$ cat config.mk
export PLATFORM = sky130hd
export DESIGN_NAME = id_ex_hazard_stage
export DESIGN_NICKNAME = d
export VERILOG_FILES = /design/src/rtl/pipe_pkg.sv /design/src/rtl/load_use_detect.sv /design/src/rtl/id_ex_hazard_stage.sv
export SDC_FILE = /design/constraint.sdc
export NUM_CORES = 1
export LEC_CHECK = 0
export ABC_AREA = 0
export ABC_CLOCK_PERIOD_IN_PS = 3150
export CAP_MARGIN = 20
export CORE_MARGIN = 5
export CORE_UTILIZATION = 35
export CTS_CLUSTER_SIZE = 24
export DETAILED_ROUTE_END_ITERATION = 12
export PLACE_DENSITY = 0.77
export SYNTH_ARGS = -nofsm -noshare
export SYNTH_HDL_FRONTEND = slang
export SYNTH_SLANG_ARGS = --single-unit
$ cat constraint.sdc
create_clock -name clk -period 3.15 [get_ports clk]
set_input_delay 0.63 -clock clk [delete_from_list [all_inputs] [get_ports clk]]
set_output_delay 0.63 -clock clk [all_outputs]
set_load 0.005 [all_outputs]
$ cat src/rtl/pipe_pkg.sv
// Shared pipeline types: the ID/EX control bundle, its bubble value and ALUOp classes.
// No logic and no latency; the bubble is all zeros so that a squashed slot has no side effects.
package pipe_pkg;

  localparam int CTRL_W = 8;

  localparam logic [1:0] ALUOP_ADD   = 2'b00;
  localparam logic [1:0] ALUOP_SUB   = 2'b01;
  localparam logic [1:0] ALUOP_FUNCT = 2'b10;

  typedef struct packed {
    logic       regWrite;
    logic       memtoReg;
    logic       memRead;
    logic       memWrite;
    logic       aluSrc;
    logic       regDst;
    logic [1:0] aluOp;
  } ctrl_t;

  localparam ctrl_t CTRL_BUBBLE = '0;

  typedef enum logic {
    IDLE,
    HOLD
  } stallState_t;

endpackage

$ cat src/rtl/load_use_detect.sv
// Load-use compare between the load in EX and the source registers of the instruction in ID.
// Purely combinational, zero latency; it only detects the hazard and never applies backpressure.
module load_use_detect (
  input  logic       exMemRead,
  input  logic [4:0] exRt,
  input  logic [4:0] idRs,
  input  logic [4:0] idRt,
  output logic       hazard
);

  // $0 is hardwired to zero, so a load into it can never be a real dependency.
  assign hazard = exMemRead && (exRt != 5'd0) && ((exRt == idRs) || (exRt == idRt));

endmodule

$ cat src/rtl/id_ex_hazard_stage.sv
// ID/EX pipeline register with load-use stall FSM; 1-cycle register latency.
// Backpressure: while Stall=1, PCWrite/IF_ID_Write drop and bubbles are loaded; Flush overrides.
module id_ex_hazard_stage
  import pipe_pkg::*;
#(
  parameter int unsigned STALL_CYCLES = 1
) (
  input  logic        clk,
  input  logic        rst_n,
  input  logic [4:0]  IF_ID_RegisterRs,
  input  logic [4:0]  IF_ID_RegisterRt,
  input  logic [4:0]  IF_ID_RegisterRd,
  input  logic        ID_RegWrite,
  input  logic        ID_MemtoReg,
  input  logic        ID_MemRead,
  input  logic        ID_MemWrite,
  input  logic        ID_ALUSrc,
  input  logic        ID_RegDst,
  input  logic [1:0]  ID_ALUOp,
  input  logic [31:0] ID_ReadData1,
  input  logic [31:0] ID_ReadData2,
  input  logic [31:0] ID_SignExtImm,
  input  logic [31:0] ID_PCPlus4,
  input  logic        Flush,
  output logic        PCWrite,
  output logic        IF_ID_Write,
  output logic        Stall,
  output logic        ID_EX_RegWrite,
  output logic        ID_EX_MemtoReg,
  output logic        ID_EX_MemRead,
  output logic        ID_EX_MemWrite,
  output logic        ID_EX_ALUSrc,
  output logic        ID_EX_RegDst,
  output logic [1:0]  ID_EX_ALUOp,
  output logic [31:0] ID_EX_ReadData1,
  output logic [31:0] ID_EX_ReadData2,
  output logic [31:0] ID_EX_SignExtImm,
  output logic [31:0] ID_EX_PCPlus4,
  output logic [4:0]  ID_EX_RegisterRs,
  output logic [4:0]  ID_EX_RegisterRt,
  output logic [4:0]  ID_EX_RegisterRd,
  output logic [15:0] StallCount
);

  localparam logic [2:0] REM_INIT = 3'(STALL_CYCLES - 1);

  stallState_t state;
  logic [2:0]  remaining;
  ctrl_t       idCtrl;
  ctrl_t       exCtrl;
  logic        hazard;

  assign idCtrl = {ID_RegWrite, ID_MemtoReg, ID_MemRead, ID_MemWrite, ID_ALUSrc, ID_RegDst, ID_ALUOp};

  assign ID_EX_RegWrite = exCtrl.regWrite;
  assign ID_EX_MemtoReg = exCtrl.memtoReg;
  assign ID_EX_MemRead  = exCtrl.memRead;
  assign ID_EX_MemWrite = exCtrl.memWrite;
  assign ID_EX_ALUSrc   = exCtrl.aluSrc;
  assign ID_EX_RegDst   = exCtrl.regDst;
  assign ID_EX_ALUOp    = exCtrl.aluOp;

  load_use_detect uDetect (
    .exMemRead (exCtrl.memRead),
    .exRt      (ID_EX_RegisterRt),
    .idRs      (IF_ID_RegisterRs),
    .idRt      (IF_ID_RegisterRt),
    .hazard    (hazard)
  );

  // The first stall cycle comes straight from the compare; HOLD only covers the extra ones.
  assign Stall       = !Flush && ((state == HOLD) || hazard);
  assign PCWrite     = !Stall;
  assign IF_ID_Write = !Stall;

  always_ff @(posedge clk) begin
    if (!rst_n) begin
      state            <= IDLE;
      remaining        <= '0;
      exCtrl           <= CTRL_BUBBLE;
      ID_EX_ReadData1  <= '0;
      ID_EX_ReadData2  <= '0;
      ID_EX_SignExtImm <= '0;
      ID_EX_PCPlus4    <= '0;
      ID_EX_RegisterRs <= '0;
      ID_EX_RegisterRt <= '0;
      ID_EX_RegisterRd <= '0;
      StallCount       <= '0;
    end else begin
      exCtrl           <= (Stall || Flush) ? CTRL_BUBBLE : idCtrl;
      ID_EX_ReadData1  <= ID_ReadData1;
      ID_EX_ReadData2  <= ID_ReadData2;
      ID_EX_SignExtImm <= ID_SignExtImm;
      ID_EX_PCPlus4    <= ID_PCPlus4;
      ID_EX_RegisterRs <= IF_ID_RegisterRs;
      ID_EX_RegisterRt <= IF_ID_RegisterRt;
      ID_EX_RegisterRd <= IF_ID_RegisterRd;

      if (Stall && (StallCount != 16'hFFFF)) begin
        StallCount <= StallCount + 16'd1;
      end

      if (Flush) begin
        state     <= IDLE;
        remaining <= '0;
      end else begin
        case (state)
          IDLE: begin
            if (Stall && (STALL_CYCLES > 1)) begin
              state     <= HOLD;
              remaining <= REM_INIT;
            end
          end
          HOLD: begin
            remaining <= remaining - 3'd1;
            if (remaining == 3'd1) begin
              state <= IDLE;
            end
          end
          default: state <= IDLE;
        endcase
      end
    end
  end

endmodule
==> results of run 1 <==
-- cells in the final DEF, fill, tap and decap left out, drive strengths merged, types with 2 or more instances in the layout --
cell,instances
nand3,4
and2,153
a21oi,6
nor4,4
nor2,18
dfxtp,171
nand2,13
buf,7
clkdlybuf4s50,320
o21ai,6
clkinv,9
a211oi,2
ha,3
nor3,3
nand4,2
xor2,12
o31ai,3
dlymetal6s2s,2
xnor2,9
or3,2
clkbuf,17
and3,4
inv,9
and4,2
o21a,2
or4,4
-- critical path, stage by stage --
cell,delay (ps)
clkdlybuf4s50_1,530
xor2_2,210
nor3_4,70
a22o_4,260
a21oi_4,140
nor2_2,50
inv_1,60
clkdlybuf4s50_1,500
-- where the power goes --
group | leakage (nW) | internal, mW | switching (mW)
clock | 0.280 | 1.10 | 0.880
combinational | 1.89 | 0.393 | 0.160
sequential | 1.42 | 2.26 | 0.0329
total | 3.59 | 3.76 | 1.07
-- metal layers --
metal	share of wire, %	vias to the layer above	track usage, %
li1	-	2107	-
met1	36	1921	18.1
met2	54	194	34.0
met3	7.6	26	6.72
met4	2.3	0	7.22
met5	0	-	0
-- cells by family (layout without fill, tap and decap cells) --
| logic type | count (synthesis) | after routing |
|---|---|---|
| compound gates | 25 | 25 |
| buf+inv | 26 | 366 |
| flops | 171 | 171 |
| simple gates | 213 | 213 |
| fa+ha+maj | 3 | 3 |
| xor+xnor | 21 | 21 |
-- per-stage QoR --
stage / util (%) / TNS (ps) / setup slack [ps]
3_5_place_dp: 59.2 / -18.4 / -9.33
3_3_place_gp: 59.2 / 0 / 35.0
6_report: 63.5 / 0 / 55.3
2_1_floorplan: - / 0 / 843
4_1_cts: 63.1 / 0 / 21.9
5_1_grt: 63.5 / -11.4 / -11.4
-- synth_stat cells (4+ instances only) --
| library cell | count |
|---|---|
| a21oi_1 | 5 |
| nand2_1 | 13 |
| nand3_1 | 4 |
| clkbuf_1 | 17 |
| xnor2_1 | 9 |
| inv_1 | 5 |
| dfxtp_1 | 171 |
| or4_1 | 4 |
| and3_1 | 4 |
| xor2_1 | 12 |
| and2_1 | 153 |
| nor2_1 | 18 |
-- state kept, by name, summed over array words and instances, names as in the netlist, 2 cells and up --
name / count
ID_EX_ALUOp: 2
ID_EX_PCPlus4: 32
ID_EX_ReadData1: 32
ID_EX_ReadData2: 32
ID_EX_RegisterRd: 5
ID_EX_RegisterRs: 5
ID_EX_RegisterRt: 5
ID_EX_SignExtImm: 32
StallCount: 16
remaining: 3
-- area by class of cell --
type,instances,area (um2),area share [%]
clock inverters,15,139,1.49
inverters,5,18.8,0.202
clock buffers,17,425,4.58
flip-flops and latches,171,3420,36.8
multi-input cells,262,1780,19.1
well taps,184,230,2.48
repair buffers,329,3280,35.3
-- worst min-delay path by stage --
| stage | start | end | slack, ps | depth (start not counted) |
|---|---|---|---|---|
| after CTS | remaining[1] | remaining[1] | 490 | 2 |
| after global placement | remaining[1] | remaining[1] | 470 | 2 |
| after global routing | remaining[1] | remaining[1] | 510 | 2 |
| final | remaining[1] | remaining[1] | 490 | 2 |
| after floorplan | remaining[1] | remaining[1] | 460 | 2 |
| after detailed placement | remaining[1] | remaining[1] | 480 | 2 |
-- repair_timing --
action	in CTS	in global routing
resized for setup	1	11
setup endpoints to repair	2	3
gates cloned	0	0
pin swaps	0	0
==> results.json, run 1 <==
{
  "routedWlPerCell_um": 16.5,
  "detailed_place_hpwl_mm": 12.8,
  "p_total_mw": 4.83,
  "fin_skew_ps": 9.46,
  "crit_fanout": 2,
  "syn_to_final_growth_pct": 77.1,
  "htree_num_levels": 4,
  "final_area_um2": 9300,
  "period_needed_ps": 3090,
  "nets": 943,
  "seq_area_frac_synth_pct": 65.2,
  "setup_violations": 0,
  "syn_inst": 459,
  "synthXorXnorAreaFrac_pct": 3.50,
  "synth-edff-count": 0,
  "r2r-end": "StallCount[15]",
  "synth_top_area_share_pct": 65.2,
  "path_clk_slew_ps": 60,
  "io_pins": 324,
  "worstSetupEndpointType": "primary output",
  "vias": 4248,
  "cts_buffers": 17,
  "die_x_um": 132,
  "drive_gt1_share_pct": 7.38,
  "cts_root_buf": "clkbuf_16",
  "hold_path.class": "reg -> reg",
  "relSlewSlack_pct": 65.9,
  "peakVddDrop_v": 0.000326,
  "fmax_mhz": 323,
  "fin_hold_ws_ps": 489,
  "max_cap_violations": 0,
  "clock_sinks": 171,
  "crit_path_start": "IF_ID_RegisterRt[3]",
  "yosysTopAreaCell": "dfxtp_1",
  "crit_type": "in -> out",
  "n_fill_cell": 1148,
  "max_slew.worst_pin.slew_ps": 511,
  "synth.ff_latch_count": 171,
  "synth_adder_area_share_pct": 0.715,
  "finalMaxSlewViolations": 0,
  "drt_iter0_drc": 136,
  "grt_usage_pct": 18.1,
  "synth_ff_type": "dfxtp_1",
  "dr.pass1.iters": 4,
  "drc": 0,
  "antenna_found_initial": 0,
  "postCtsSetupRepairBufs": 0,
  "postSynthAreaPerCell_um2": 11.4,
  "crit_required_ps": 2520,
  "crit_path_end": "PCWrite",
  "die-area_um2": 17500,
  "ant_nets": 0,
  "synth_top_family_by_area": "simple AND/OR/NAND/NOR gates",
  "clock_path_buffers": 2,
  "first_global_vias": 4373,
  "gp_congestion": 0.816,
  "hold_buffers": 0,
  "min_period_over_period_pct": 98.2,
  "status": "complete, no violations",
  "worst_setup_path_start_kind": "primary input",
  "wirelength_mm": 16.2,
  "dp_cells": 951,
  "async_flop_share_pct": 0,
  "core.rowCount": 44,
  "portBuffers": 323,
  "r2r_cells": 8,
  "final_cells": 983,
  "worstReg2RegStart": "ID_EX_RegisterRt[2]",
  "grt_overflow": 0,
  "yosysWarnings": 0,
  "place_area_um2": 8670,
  "fp.dieH_um": 132,
  "cellPowerDensity_nw_per_um2": 520,
  "tritoncts": "yes",
  "grt_max_degree": 61,
  "arrival_ps": 2460,
  "r2r_slack_ps": 1020,
  "ys_types": 40,
  "synth_compound_area_share_pct": 3.69,
  "core_area_um2": 14600,
  "n_antenna_cell": 0,
  "synth.mux.area_fraction_pct": 0,
  "viasPerCell": 4.32,
  "grt_pass1_wl_mm": 24.6,
  "start_util_pct": 35.9,
  "synthSimpleGateAreaFrac_pct": 24.8,
  "p_leak_nw": 3.59,
  "hold_viol_final": 0,
  "synthesis.nets": 616,
  "clk_latency_ps": 420,
  "netlist_area_um2": 5250,
  "synth.area.top_cells": "dfxtp_1, and2_1, xor2_1, xnor2_1, nor2_1"
}
No activity file was read; power rests on OpenSTA's default activity.
==> run 2, diff against run 1 <==
SYNTH_HIERARCHICAL = 1   (was default)
==> run 2 against run 1 <==
  * First-iteration DRC count increased by 24%
  * Highest routed layer unchanged
  * Area after synthesis decreased by 1.2%
  * Utilization decreased by 0.36 points
  * Combinational power decreased by 6.0%
  * Count of clock-buffer cells in the layout increased by 4
  * Power about the same
  * Clock skew decreased by 3.6 ps
  * Clock power increased by 2%
  * Register-to-register slack got worse by 240 ps
  * Largest power group unchanged
==> results.json, run 2 <==
{
  "core_area_um2": 14500,
  "portBuffers": 323,
  "seq_area_frac_synth_pct": 66.0,
  "post-place-ws_ps": -25.6,
  "cts_buffers": 17,
  "tritoncts": "yes",
  "yosysTopAreaCell": "dfxtp_1",
  "setup_violations": 0,
  "die_x_um": 132,
  "crit_path_end": "PCWrite",
  "io_pins": 324,
  "drt_iter0_drc": 169,
  "final_common_cell": "clkdlybuf4s50_1",
  "crit_fanout": 5,
  "dr.pass1.iters": 4,
  "detailed_place_hpwl_mm": 12.0,
  "worstReg2RegStart": "ID_EX_RegisterRt[0]",
  "yosysMostFrequentCell": "dfxtp_1",
  "grt_max_degree": 116,
  "htree_num_levels": 4,
  "async_flop_share_pct": 0,
  "grt_usage_pct": 17.0,
  "hold_buffers": 0,
  "place_area_um2": 8580,
  "r2r_slack_ps": 780,
  "ys_top_cells_by_count": "dfxtp_1, and2_1, clkbuf_1",
  "r2r_cells": 8,
  "ys_types": 37,
  "synth_ff_type": "dfxtp_1",
  "fin_skew_ps": 5.84,
  "clock_path_buffers": 2,
  "path_clk_slew_ps": 60,
  "worst_slack_ps": 158,
  "fp.dieH_um": 132,
  "drc": 0,
  "postSynthAreaPerCell_um2": 11.4,
  "drive_gt1_share_pct": 5.19,
  "synth.area.top_cells": "dfxtp_1, and2_1, clkbuf_1, xor2_1, a21oi_1",
  "viasPerCell": 4.40,
  "crit_required_ps": 2520,
  "rsz0062_at_grt": "false",
  "relSlewSlack_pct": 46.7,
  "synthesis.nets": 612,
  "synth-edff-count": 0,
  "netlist_area_um2": 5190,
  "hold_path.class": "reg -> reg",
  "period_needed_ps": 2990,
  "clock_sinks": 171,
  "wirelength_mm": 15.3,
  "worst_setup_path_start_kind": "primary input",
  "ant_nets": 0,
  "fmax_mhz": 334,
  "synth_top_area_share_pct": 66.0,
  "worstSetupEndpointType": "primary output",
  "final_area_um2": 9180,
  "core.rowCount": 44,
  "routedWlPerCell_um": 15.7,
  "grt_overflow": 0,
  "cellPowerDensity_nw_per_um2": 527,
  "finalMaxSlewViolations": 0,
  "grt_pass1_wl_mm": 23.4,
  "final_cell_mix": "clkdlybuf4s50_1, dfxtp_1, and2_1",
  "max_cap_violations": 0,
  "syn_to_final_growth_pct": 76.9,
  "max_slew.worst_pin.slew_ps": 799,
  "n_antenna_cell": 0,
  "crit_path_start": "IF_ID_RegisterRs[0]",
  "clk_latency_ps": 410,
  "antenna_found_initial": 0,
  "vias": 4282,
  "cts_root_buf": "clkbuf_16",
  "first_global_vias": 4342,
  "peakVddDrop_v": 0.000405,
  "arrival_ps": 2360,
  "status": "complete, no violations",
  "min_period_over_period_pct": 95.0,
  "start_util_pct": 35.7,
  "yosysWarnings": 6,
  "postCtsSetupRepairBufs": 0,
  "r2r-end": "StallCount[10]",
  "crit_type": "in -> out",
  "syn_inst": 455,
  "gp_congestion": 0.765,
  "hold_viol_final": 0,
  "nets": 935,
  "p_leak_nw": 3.52,
  "die-area_um2": 17400,
  "synth.ff_latch_count": 171
}
run 2: changes by cell type in the layout (fill, tap and decap cells not counted), sizes merged, moves of 5 or more:
| cell | previous run | this run |
|---|---|---|
| clkinvlp | 1 | 6 |
| nor2 | 18 | 9 |
| clkinv | 9 | 2 |
| xor2 | 12 | 7 |
run 2: stage by stage:
stage	utilization, %	TNS, ps	cells	power, mW	hold WS (ps)
after floorplan	-	0	455	2.45	456
after global placement	59.0	-10.6	943	2.86	467
after detailed placement	59.0	-25.6	943	2.87	507
after CTS	63.0	0	974	4.90	518
after global routing	63.1	0	974	5.03	545
final	63.1	0	974	4.83	513
run 2: layout make-up:
cell class	count	area (um2)
clock buffer	21	460
clock inverter	10	119
fill	1139	5360
inverter	8	30.0
multi-input combinational	255	1660
sequential	171	3420
tap	184	230
timing repair buffer	325	3250
run 2: cells by family (layout without fill, tap and decap cells):
kind of cell	count (synthesis)	count (layout)	share of synthesized area [%]
fa+ha+maj	3	3	0.724
compound gates	32	32	4.20
buf+inv	29	364	2.22
flops	171	171	66.0
simple gates	205	205	24.2
mux	3	3	0.579
xor+xnor	12	12	2.03
run 2: where the power goes:
group          total, mW  leakage, nW  switching (mW)  internal, mW
registers           2.30         1.42          0.0307          2.26
logic              0.520         1.84           0.138         0.382
clock network       2.02        0.263           0.815          1.20
run 2: routing by layer:
layer  routed length, um  vias up  GRT usage [%]
met4                 376        0           7.31
li1                    -     2112              -
met2                7990      194           30.0
met3                1260       27           6.53
met1                5670     1949           17.9
met5                   0        -              0
run 2: what timing repair did:
action | 4_1_cts | 5_1_grt
endpoints found under the setup margin | 1 | 1
resized for setup | 1 | 3
pin swaps | 0 | 1
run 2: critical path: stages:
cell and delay, ps:
clkdlybuf4s50_1 440, xor2_1 160, nor3_2 200, nand3_1 120, a21oi_2 230, o21bai_4 120
clkdlybuf4s50_1 460
run 2: worst min-delay path by stage:
stage	from	cells after the start	slack (ps)	endpoint
3_5_place_dp	StallCount[15]	2	510	StallCount[15]
5_1_grt	StallCount[1]	2	540	StallCount[1]
3_3_place_gp	remaining[1]	2	470	remaining[1]
4_1_cts	StallCount[15]	2	520	StallCount[15]
6_report	StallCount[15]	2	510	StallCount[15]
2_1_floorplan	remaining[1]	2	460	remaining[1]
==> run 3, diff against run 2 <==
HOLD_SLACK_MARGIN = 0.02   (was default)
SLEW_MARGIN = 10   (was default)
TNS_END_PERCENT = 5   (was default)
==> results of run 3 <==
Final layout, timing and power as in run 2 (identical DEF).
